`src/rtl/comp_conv_pipe.sv`:
```
// comp_conv_pipe: two-stage valid/ready sign-magnitude <-> complement converter with edge-case counters
module comp_conv_pipe #(
  parameter int WIDTH = 8,
  parameter int CNT_W = 16
) (
  input  logic             clk,
  input  logic             rst,
  input  logic             in_valid,
  output logic             in_ready,
  input  logic [WIDTH-1:0] in_data,
  input  logic [1:0]       in_mode,
  output logic             out_valid,
  input  logic             out_ready,
  output logic [WIDTH-1:0] out_data,
  output logic             out_ovf,
  output logic             out_nzero,
  output logic [CNT_W-1:0] ovf_cnt,
  output logic [CNT_W-1:0] nzero_cnt,
  input  logic             cnt_clr
);
  localparam int M = WIDTH - 1;
  logic             s1_valid, s2_valid, s1_en, s2_en, fire;
  logic             s1_sign, s1_zero, ovf, nzero;
  logic [1:0]       s1_mode;
  logic [WIDTH-1:0] s1_data, inc, res;
  logic [M-1:0]     s1_inv;
  assign s2_en     = !s2_valid || out_ready;
  assign s1_en     = !s1_valid || s2_en;
  assign in_ready  = s1_en;
  assign out_valid = s2_valid;
  assign fire      = s2_valid && out_ready;
  // {1,~m}+1 is both the two's negation of the magnitude and the low bits of -in_data
  always_comb begin
    inc   = {1'b1, s1_inv} + WIDTH'(1);
    nzero = s1_sign && s1_zero && !s1_mode[1];
    ovf   = s1_sign && s1_zero && s1_mode == 2'b10;
    res   = (!s1_sign || s1_mode == 2'b11) ? s1_data :
            s1_mode == 2'b00 ? {1'b1, s1_inv} :
            s1_mode == 2'b01 ? inc :
            ovf ? '1 : {1'b1, inc[M-1:0]};
  end
  always_ff @(posedge clk) begin
    if (rst) begin
      s1_valid  <= 1'b0;
      s1_data   <= '0;
      s1_mode   <= '0;
      s1_sign   <= 1'b0;
      s1_inv    <= '0;
      s1_zero   <= 1'b0;
      s2_valid  <= 1'b0;
      out_data  <= '0;
      out_ovf   <= 1'b0;
      out_nzero <= 1'b0;
      ovf_cnt   <= '0;
      nzero_cnt <= '0;
    end else begin
      if (s1_en) begin
        s1_valid <= in_valid;
        s1_data  <= in_data;
        s1_mode  <= in_mode;
        s1_sign  <= in_data[WIDTH-1];
        s1_inv   <= ~in_data[M-1:0];
        s1_zero  <= in_data[M-1:0] == '0;
      end
      if (s2_en) begin
        s2_valid  <= s1_valid;
        out_data  <= res;
        out_ovf   <= ovf;
        out_nzero <= nzero;
      end
      if (cnt_clr) ovf_cnt <= '0;
      else if (fire && out_ovf && ovf_cnt != '1) ovf_cnt <= ovf_cnt + CNT_W'(1);
      if (cnt_clr) nzero_cnt <= '0;
      else if (fire && out_nzero && nzero_cnt != '1) nzero_cnt <= nzero_cnt + CNT_W'(1);
    end
  end
endmodule

```
`config.mk`:
```
export PLATFORM = sky130hd
export DESIGN_NAME = comp_conv_pipe
export DESIGN_NICKNAME = d
export VERILOG_FILES = /design/src/rtl/comp_conv_pipe.sv
export SDC_FILE = /design/constraint.sdc
export NUM_CORES = 1
export LEC_CHECK = 0
export ABC_CLOCK_PERIOD_IN_PS = 2100
export CAP_MARGIN = 5
export CORE_MARGIN = 5
export CORE_UTILIZATION = 56
export DETAILED_ROUTE_END_ITERATION = 6
export DONT_BUFFER_PORTS = 1
export PLACE_DENSITY_LB_ADDON = 0.12
export SETUP_SLACK_MARGIN = 0.05
export SYNTH_ARGS = -nofsm -noshare
export SYNTH_HDL_FRONTEND = slang
export SYNTH_SLANG_ARGS = --single-unit
```
`constraint.sdc`:
```
create_clock -name clk -period 2.1 [get_ports clk]
set_clock_uncertainty 0.2 [all_clocks]
set_input_delay 0.21 -clock clk [delete_from_list [all_inputs] [get_ports clk]]
set_output_delay 0.21 -clock clk [all_outputs]
set_load 0.01 [all_outputs]
```
==> results of run 1 <==
critical path, delay by kind of cell, from the launching register on:
kind                       cells  cell delay [ns]
adders and majority gates      1             0.21
and+or+nand+nor                3             0.87
AOI/OAI and AO/OA              1             0.14
DFF                            1             0.42
power by group:
group          switching (uW)  internal (uW)
Clock                     455            516
Sequential               38.2           1210
Combinational            72.4           67.6
per-stage QoR:
stage                     hold slack [ns]  power (uW)  area [sq um]
after CTS                         0.00924        2380          3580
after global placement             0.0829        1370          3240
after global routing               0.0584        2450          3620
final                              0.0397        2360          3620
after floorplan                     0.106        1350          3020
after detailed placement           0.0860        1370          3240
flip-flops by register name, summed over array words and instances (netlist names):
| name | count |
|---|---|
| nzero_cnt | 16 |
| ovf_cnt | 16 |
| out_data | 8 |
| s1_data | 7 |
| s1_inv | 7 |
| s1_mode | 2 |
| out_nzero | 1 |
| out_ovf | 1 |
| out_valid | 1 |
| s1_sign | 1 |
| s1_valid | 1 |
| s1_zero | 1 |
cell usage in the layout (no fill, tap or decap), types with 2 or more instances in the layout:
cell	n
nand3_1	15
a31oi_1	4
a211oi_1	7
buf_4	32
o221ai_1	4
nand4_2	2
nand2_1	53
dlygate4sd3_1	14
o21ai_0	8
mux2i_1	6
and3_1	4
o311ai_0	2
and2_1	3
clkinv_2	4
or4_1	16
nand4_1	9
o211ai_1	4
o21a_1	2
nor3_1	12
ha_1	3
xnor2_1	4
and4_1	3
o2111ai_1	2
o41ai_1	5
or3_1	6
clkbuf_8	12
nor4_1	5
a21oi_1	39
o31ai_1	12
nand3b_1	3
inv_1	10
dfxtp_2	2
dfxtp_1	60
a2111o_1	2
nor2_1	24
cell usage after synthesis, drive strengths merged (2+ instances only):
library cell | count | share of area [%]
nand2 | 53 | 6.6
buf | 10 | 1.7
o311ai | 3 | 0.87
and4 | 3 | 0.87
or4 | 16 | 4.0
o211ai | 4 | 0.99
a211oi | 7 | 1.7
nor4 | 6 | 1.5
mux2i | 6 | 2.0
nor2 | 24 | 3.0
o21a | 2 | 0.50
o41ai | 5 | 1.5
a21oi | 39 | 6.5
clkbuf | 13 | 1.6
or2 | 2 | 0.41
o2111ai | 3 | 0.87
or3 | 7 | 1.5
inv | 11 | 1.4
and3 | 4 | 0.83
o21ai | 8 | 1.3
a2111o | 2 | 0.75
ha | 3 | 1.2
o31ai | 12 | 3.0
nand4 | 11 | 2.7
nand3 | 17 | 3.0
nand3b | 3 | 0.75
o221ai | 4 | 1.2
a31oi | 4 | 0.83
and2 | 3 | 0.62
xnor2 | 4 | 1.2
dfxtp | 62 | 41
nor3 | 12 | 2.0
path summary, 6_finish.rpt:
path	from	to	slack, ns	cells past startpoint
worst max-delay path	nzero_cnt[0]	nzero_cnt[8]	0.17	5
worst min-delay path	out_ready	ovf_cnt[1]	0.04	3
worst max register to register	nzero_cnt[0]	nzero_cnt[8]	0.17	5
worst min register to register	s1_data[6]	s1_data[6]	0.26	2
per-layer routing:
layer,up-vias,track usage [%]
met5,-,0
met4,0,10.4
met3,16,5.45
met2,95,36.7
met1,1394,27.1
li1,1464,-
cell families (layout without fill, tap and decap cells):
logic type / after synthesis / after routing / share of synthesized area (%)
xor gates and xnor gates: 4 / 4 / 1.16
adders and majority gates: 3 / 3 / 1.24
buffers and inverters: 34 / 74 / 4.72
AOI/OAI and AO/OA: 97 / 97 / 21.1
DFF: 62 / 62 / 41.1
and+or+nand+nor: 164 / 164 / 28.3
muxes: 7 / 7 / 2.36
layout make-up:
type / count / area [sq um] / share of cell area, %
multi-input combinational: 275 / 1660 / 45.8
sequential: 62 / 1240 / 34.4
timing repair buffer: 47 / 400 / 11.1
clock buffer: 12 / 165 / 4.56
tap: 70 / 87.6 / 2.42
inverter: 11 / 43.8 / 1.21
clock inverter: 4 / 20.0 / 0.553
timing repair:
| item | CTS | global route |
|---|---|---|
| hold endpoints to repair | 35 | 0 |
| endpoints found under the setup margin | 0 | 14 |
| buffers inserted | 0 | 1 |
| hold buffers | 15 | 0 |
| gates resized for setup | 0 | 10 |
==> results.py, run 1 <==
metrics = {
    "timing": {
        "slew_headroom_pct": 67.2,
        "tightest_slew_ns": 0.488,
        "final_max_slew_viol_count": 0,
        "rsz0062_at_grt": "yes",
        "fin_tns_setup_ns": 0,
        "min_period_ns": 1.93,
        "setup_ws_ns": 0.172,
        "max_freq_mhz": 519,
        "finalSetupViolCount": 0,
        "timing.final.crit_share_pct": 91.8,
        "hold_viol": 0,
    },
    "layout": {
        "final_nets": 424,
        "syn2layout_area_growth_pct": 19.9,
        "drive_above_1_share_pct": 14.8,
        "stdcell_count": 481,
        "fill_cells": 424,
        "fin_util_pct": 70.0,
        "diodes": 0,
    },
    "global_routing": {
        "grt_max_degree": 37,
        "grt_use_total_pct": 22.2,
        "antenna_found_initial": 0,
        "grt-ovfl-total": 0,
        "grt_pass1_wl_mm": 12.8,
        "grt_pass1_vias": 2721,
    },
    "route": {
        "wl_met3_microns": 547,
        "top_layer": "met4",
        "wl_met2_mm": 3.55,
        "wire_per_inst_microns": 15.7,
        "via_per_inst": 6.17,
        "drtIter0Drc": 181,
        "drc": 0,
        "via_count": 2969,
        "drt-met1-wl_mm": 3.29,
        "drt-pass1-iter-count": 4,
        "wl_mm": 7.54,
        "ant_nets": 0,
    },
    "flow_run": {
        "maxCapViolCount": 0,
    },
    "critical_path": {
        "slowest_stage": "or4_1",
        "cpPeakStageDelay_ns": 0.49,
        "path_cells": "ha_1, and2_1, nand3_4, or4_1, a21oi_1",
        "crit_arrival_ns": 2.00,
        "start_kind": "register",
        "cp.required_ns": 2.17,
        "endpoint_kind": "register",
        "path_max_fanout": 10,
        "crit_type": "register to register",
    },
    "placed_design": {
        "placedCellCount": 449,
        "dp_hpwl_mm": 5.27,
        "gp_congestion": 0.841,
        "dpl_worst_slack_ns": 0.0993,
        "io_buffers": 0,
    },
    "synthesis": {
        "yosys_warnings": 0,
        "syn-instance-count": 371,
        "ys_ff_latch": 62,
        "netlist_area_sq_um": 3020,
        "syn_avg_cell_area_sq_um": 8.14,
        "synth_seq_area_share_pct": 41.1,
        "syn-num-nets": 389,
        "synth_cell_types": 47,
        "synth_edf_count": 0,
        "async_flop_share_pct": 0,
        "synth_flop_cell": "dfxtp_1",
    },
    "clocking": {
        "clk_pin_slew_ns": 0.07,
        "cts_tree": "yes",
        "clock_sinks": 62,
        "htreeDepth": 3,
        "numCtsBuffers": 9,
        "clock_path_buffers": 2,
        "clock-root-buffer": "clkbuf_8",
        "clk_latency_ns": 0.34,
    },
    "die": {
        "die_area_sq_um": 6960,
        "die_w_microns": 83.4,
        "start_util_pct": 58.4,
        "ios": 59,
        "fp.dieH_microns": 83.4,
        "coreArea_sq_um": 5170,
        "row_count": 26,
    },
    "power_and_ir_drop": {
        "p_leak_uw": 0.00125,
        "vdd_drop_max_v": 0.000466,
        "powerDensity_nw_per_um2": 651,
    },
    "hold_path": {
        "hp-class": "primary input to register",
    },
    "outcome": {
        "status": "complete, no violations",
    },
}
(Power assumes the default switching activity.)
==> run 2: changes to the inputs <==
--- a/config.mk
+++ b/config.mk
@@ -5,10 +5,13 @@
 export SDC_FILE = /design/constraint.sdc
 export NUM_CORES = 1
 export LEC_CHECK = 0
-export ABC_CLOCK_PERIOD_IN_PS = 2100
+export ABC_CLOCK_PERIOD_IN_PS = 1900
 export CAP_MARGIN = 5
+export CELL_PAD_IN_SITES_DETAIL_PLACEMENT = 0
+export CELL_PAD_IN_SITES_GLOBAL_PLACEMENT = 1
 export CORE_MARGIN = 5
-export CORE_UTILIZATION = 56
+export CORE_UTILIZATION = 48
+export CTS_BUF_LIST = sky130_fd_sc_hd__clkbuf_4 sky130_fd_sc_hd__clkbuf_8
 export DETAILED_ROUTE_END_ITERATION = 6
 export DONT_BUFFER_PORTS = 1
 export PLACE_DENSITY_LB_ADDON = 0.12
==> constraint.sdc (replaced) <==
create_clock -name clk -period 1.9 [get_ports clk]
set_clock_uncertainty 0.2 [all_clocks]
set_input_delay 0.19 -clock clk [delete_from_list [all_inputs] [get_ports clk]]
set_output_delay 0.19 -clock clk [all_outputs]
set_load 0.01 [all_outputs]
==> results.py, run 2 (same netlist as run 1, synthesis figures left out) <==
metrics = {
    "timing": {
        "timing.final.crit_share_pct": 94.7,
        "hold_viol": 0,
        "slew_headroom_pct": 71.3,
        "max_freq_mhz": 556,
        "tightest_slew_ns": 0.426,
        "rsz0062_at_grt": "yes",
        "fin_tns_setup_ns": 0,
        "final_max_slew_viol_count": 0,
        "finalSetupViolCount": 0,
        "min_period_ns": 1.80,
    },
    "layout": {
        "fin_util_pct": 67.4,
        "diodes": 0,
        "top_regs": "nzero_cnt (16), ovf_cnt (16), out_data (8)",
        "final_cell_mix": "63 x buf_4, 51 x nand2_1, 51 x dfxtp_1",
        "final_nets": 459,
        "final_common_cell": "buf_4",
        "final_area_sq_um": 4060,
        "syn2layout_area_growth_pct": 34.6,
        "drive_above_1_share_pct": 28.1,
    },
    "critical_path": {
        "crit_type": "register to register",
        "timing.rr.start": "nzero_cnt[0]",
        "path_max_fanout": 6,
        "crit_arrival_ns": 1.82,
        "endpoint_kind": "register",
        "crit_start": "nzero_cnt[0]",
        "cp.required_ns": 1.92,
        "start_kind": "register",
    },
    "power_and_ir_drop": {
        "p_leak_uw": 0.00148,
        "vdd_drop_max_v": 0.000453,
        "powerDensity_nw_per_um2": 677,
    },
    "clocking": {
        "clock_sinks": 62,
        "clk_pin_slew_ns": 0.07,
        "htreeDepth": 3,
        "numCtsBuffers": 9,
        "cts_tree": "yes",
        "clock_path_buffers": 2,
        "clk_latency_ns": 0.34,
        "clock-root-buffer": "clkbuf_8",
    },
    "route": {
        "drtIter0Drc": 195,
        "ant_nets": 0,
        "via_count": 3055,
        "drt-pass1-iter-count": 4,
        "wire_per_inst_microns": 16.1,
        "via_per_inst": 5.88,
        "wl_mm": 8.38,
        "drc": 0,
    },
    "die": {
        "fp.dieH_microns": 89.3,
        "ios": 59,
        "row_count": 28,
        "die_w_microns": 89.3,
        "coreArea_sq_um": 6030,
        "die_area_sq_um": 7980,
        "start_util_pct": 50.1,
    },
    "placed_design": {
        "dp_hpwl_mm": 5.87,
        "gp_congestion": 0.815,
        "io_buffers": 0,
        "placed_area_sq_um": 3520,
    },
    "flow_run": {
        "maxCapViolCount": 0,
    },
    "outcome": {
        "status": "complete, no violations",
    },
    "hold_path": {
        "hp-start": "out_ready",
        "hp-class": "primary input to register",
    },
    "global_routing": {
        "antenna_found_initial": 0,
        "grt-ovfl-total": 0,
        "grt_use_total_pct": 22.4,
        "grt_max_degree": 37,
        "grt_pass1_wl_mm": 13.9,
        "grt_pass1_vias": 2938,
    },
}
## run 2: cell count changes in the layout (fill, tap and decap cells not counted), moves of 3 or more
| cell | before | now |
|---|---|---|
| a21oi_1 | 39 | 34 |
| a21oi_2 | 0 | 5 |
| buf_4 | 32 | 63 |
| dfxtp_1 | 60 | 51 |
| dfxtp_2 | 2 | 6 |
| dfxtp_4 | 0 | 5 |
| or4_1 | 16 | 13 |
| or4_4 | 0 | 3 |
## run 2: where the power goes
part | total (uW) | leakage (uW) | switching, uW | internal, uW
Clock | 1220 | 0.000109 | 511 | 705
Combinational | 165 | 0.000855 | 85.7 | 78.8
Sequential | 1370 | 0.000513 | 43.5 | 1330
Total | 2750 | 0.00148 | 640 | 2110
## run 2: final timing paths
check / end / slack, ns / cells after the start
max reg2reg: nzero_cnt[1] / 0.10 / 6
max: nzero_cnt[1] / 0.10 / 6
min reg2reg: s1_data[5] / 0.26 / 2
min: ovf_cnt[2] / 0.04 / 4
## run 2: routing by layer
layer	share of wire (%)	up-vias	GRT usage [%]
met4	1.2	0	6.90
met5	0	-	0
met3	5.7	10	5.99
met2	49	74	37.0
li1	-	1529	-
met1	44	1442	28.4
## run 2: repair_timing
action / in CTS / in global routing
resized for setup: 6 / 34
pin swaps: 0 / 7
gates cloned: 0 / 1
setup buffers: 0 / 2
hold endpoints to repair: 35 / 0
hold buffers: 16 / 0
endpoints found under the setup margin: 17 / 30
## run 2: metrics by stage
stage | hold WS [ns] | power (uW) | cells | setup slack [ns]
final | 0.0353 | 2750 | 520 | 0.101
after global routing | 0.0549 | 2880 | 520 | 0.0238
after CTS | 0.0202 | 2780 | 517 | 0.0362
after detailed placement | 0.0633 | 1520 | 486 | -0.0203
after floorplan | 0.0856 | 1490 | 371 | 0.0587
after global placement | 0.0625 | 1520 | 486 | 0.00780
## run 2: cell type report
cell class              count  area (sq um)
repair inverters            1          5.00
clock inverters             3          41.3
flip-flops and latches     62          1270
clock buffers              12           165
fillers                   522          1960
well taps                  75          93.8
inverters                  11          46.3
multi-input cells         275          1780
repair buffers             81           666
## run 2: critical path: stages (launching register included)
cell and delay (ns):
dfxtp_4 0.38, ha_4 0.15, nand2_2 0.06, buf_4 0.15, nor4_4 0.31, nor3_1 0.08, or3_1 0.36
==> run 3: changes to the inputs <==
--- a/config.mk
+++ b/config.mk
@@ -12,6 +12,7 @@
 export CORE_MARGIN = 5
 export CORE_UTILIZATION = 48
 export CTS_BUF_LIST = sky130_fd_sc_hd__clkbuf_4 sky130_fd_sc_hd__clkbuf_8
+export CTS_CLUSTER_SIZE = 28
 export DETAILED_ROUTE_END_ITERATION = 6
 export DONT_BUFFER_PORTS = 1
 export PLACE_DENSITY_LB_ADDON = 0.12
==> results of run 3 <==
The final DEF is identical to that of run 2; final timing and power are the same.
==> variant, RTL diff (flow settings as in run 2) <==
Set the parameter `CNT_W` to 18 (it was 16).
--- a/src/rtl/comp_conv_pipe.sv
+++ b/src/rtl/comp_conv_pipe.sv
@@ -2,5 +2,5 @@
 module comp_conv_pipe #(
   parameter int WIDTH = 8,
-  parameter int CNT_W = 16
+  parameter int CNT_W = 18
 ) (
   input  logic             clk,
Interface: changed (resized nzero_cnt and ovf_cnt); port bits go from 59 to 63. No check against the original RTL was run, so the function may have changed too.
==> variant against run 2 <==
- maximum frequency rose by 0.37%
- sequential cell count increased by 4
- critical endpoint is now ovf_cnt[11]$_SDFFE_PP0P_
- worst setup slack better by 0.0066 ns
- synthesized area rose by 3.0%
- largest cell class unchanged
- non-clock buffer count down 2
- global-route usage decreased by 2.7 points
- routed wire length decreased by 5.8%
- cell area increased by 0.59%
- final cell count is 0.58% higher
- count of clock-buffer cells in the layout fell by 2
- total power is 0.89% higher
==> variant: results (changes against run 2) <==
- Outcome: finished clean
- Pleak: 0.001587 uW (+7.4%)
- Largest cells by area after synthesis: dfxtp_1 42%, nand2_1 6.3%, nor2_1 5.7%, xor2_1 4.5%, a21oi_1 4.3%
- Seq cells post-synth: 66 (+6.5%)
- Clkbuf count: 10 (-2)
- Switching Fraction: 23.63% (+0.38 points)
- Via count: 2890 (-5.4%)
- Hold EP: out_data[2]$_SDFFE_PP0P_
- DPL Wire Length: 5.558 mm (-5.3%)
- Worst IR Drop VDD: 0.0004997 V (+10%)
- Syn_nets: 386 (-0.77%)
- Pin count of the biggest net entering global routing: 35 (-5.4%)
- Drt wl/cell: 15.10 um (-6.3%)
- Placed instance count: 485 (-0.21%)
- GRT met2 Usage: 31.90% (-5.1 points)
- Initial DRC count: 145 (-26%)
- First-pass GRT wire length: 13.37 mm (-4.1%)
- Largest regs: nzero_cnt: 18 flops, ovf_cnt: 18 flops, out_data: 8 flops
- # fillers: 535 (+2.5%)
- Vias in the first global route: 2698 (-8.2%)
- FF+latch area: 1336 um2 (+5.4%)
- Post-DP Area: 3572 um2 (+1.4%)
- FF-to-FF End: ovf_cnt[11]$_SDFFE_PP0P_
- Met1 Track Usage GR: 25.19% (-3.2 points)
- Origin of the critical flop-to-flop path: ovf_cnt[1]$_SDFFE_PP0P_
- Layout cells sized above 1: 27.13% (-0.96 points)
- CTS resizes: 1 (-5)
- Sequential element share of the synthesized area: 42.49% (+1.4 points)
- Inverter count: 4 (-8)
- Met3 Use GR: 5.333% (-0.66 points)
- Die Area: 8188 um2 (+2.6%)
- Final non-clock buffer share: 15.95% (-0.43 points)
- R2r setup slk: 0.11 ns
- GP Congestion: 0.8167 (+0.25%)
- Pwr dens: 679.5 nW/um2 (+0.31%)
- Met2 routed WL: 3.884 mm (-5.3%)
- #MultiIn Comb: 282 (+2.5%)
- Syn_area_per_cell: 8.449 um2 (+3.8%)
- Drt first pass iters: 5 (+1)
- Total Wirelength: 7.896 mm (-5.8%)
- Combinational power: 152 uW (-8%)
- Post-CTS repair timing setup buffer count: 2 (+2)
- R2r worst-path depth: 8 (+2)
- Hold-fix buffers, CTS: 15 (-1)
- Leading cell types by count after synthesis: 66 x dfxtp_1, 52 x nand2_1, 47 x nor2_1
- Metal3 WL: 374 um (-22%)
- Seq pwr: 1460 uW (+7%)
- Non-clock buffer count: 79 (-2.5%)
- Wire length on met1: 3.545 mm (-4.3%)
- Aggregate global-route resource usage: 19.65% (-2.7 points)
- ClkCell Share: 4.715% (-0.37 points)
-- variant: stage by stage --
stage,worst slack (ns),hold slack (ns),utilization (%)
after floorplan,0.02238,0.08563,-
after global placement,-0.005803,0.06431,56.58
after detailed placement,-0.02839,0.06577,56.58
after CTS,0.05431,0.01646,62.43
after global routing,-0.003479,0.01394,64.72
final,0.1071,0.006401,64.72
-- variant: kinds of logic (layout without fill, tap and decap cells) --
family                     after synthesis  count (layout)  synth area share, %
and+or+nand+nor                        172             172                29.09
AOI/OAI and AO/OA                       73              74                14.93
DFF                                     66              66                42.50
xor gates and xnor gates                29              29                8.169
muxes                                    4               4                1.328
adders and majority gates                3               3                1.207
buffers and inverters                   21              98                2.777
-- variant: critical path, stage by stage, from the launching register on --
cell,delay (ns)
dfxtp_2,0.35
ha_4,0.14
and4_1,0.19
nand4_1,0.18
buf_4,0.22
buf_6,0.12
nand4_1,0.07
xor2_1,0.14
nor2_1,0.05
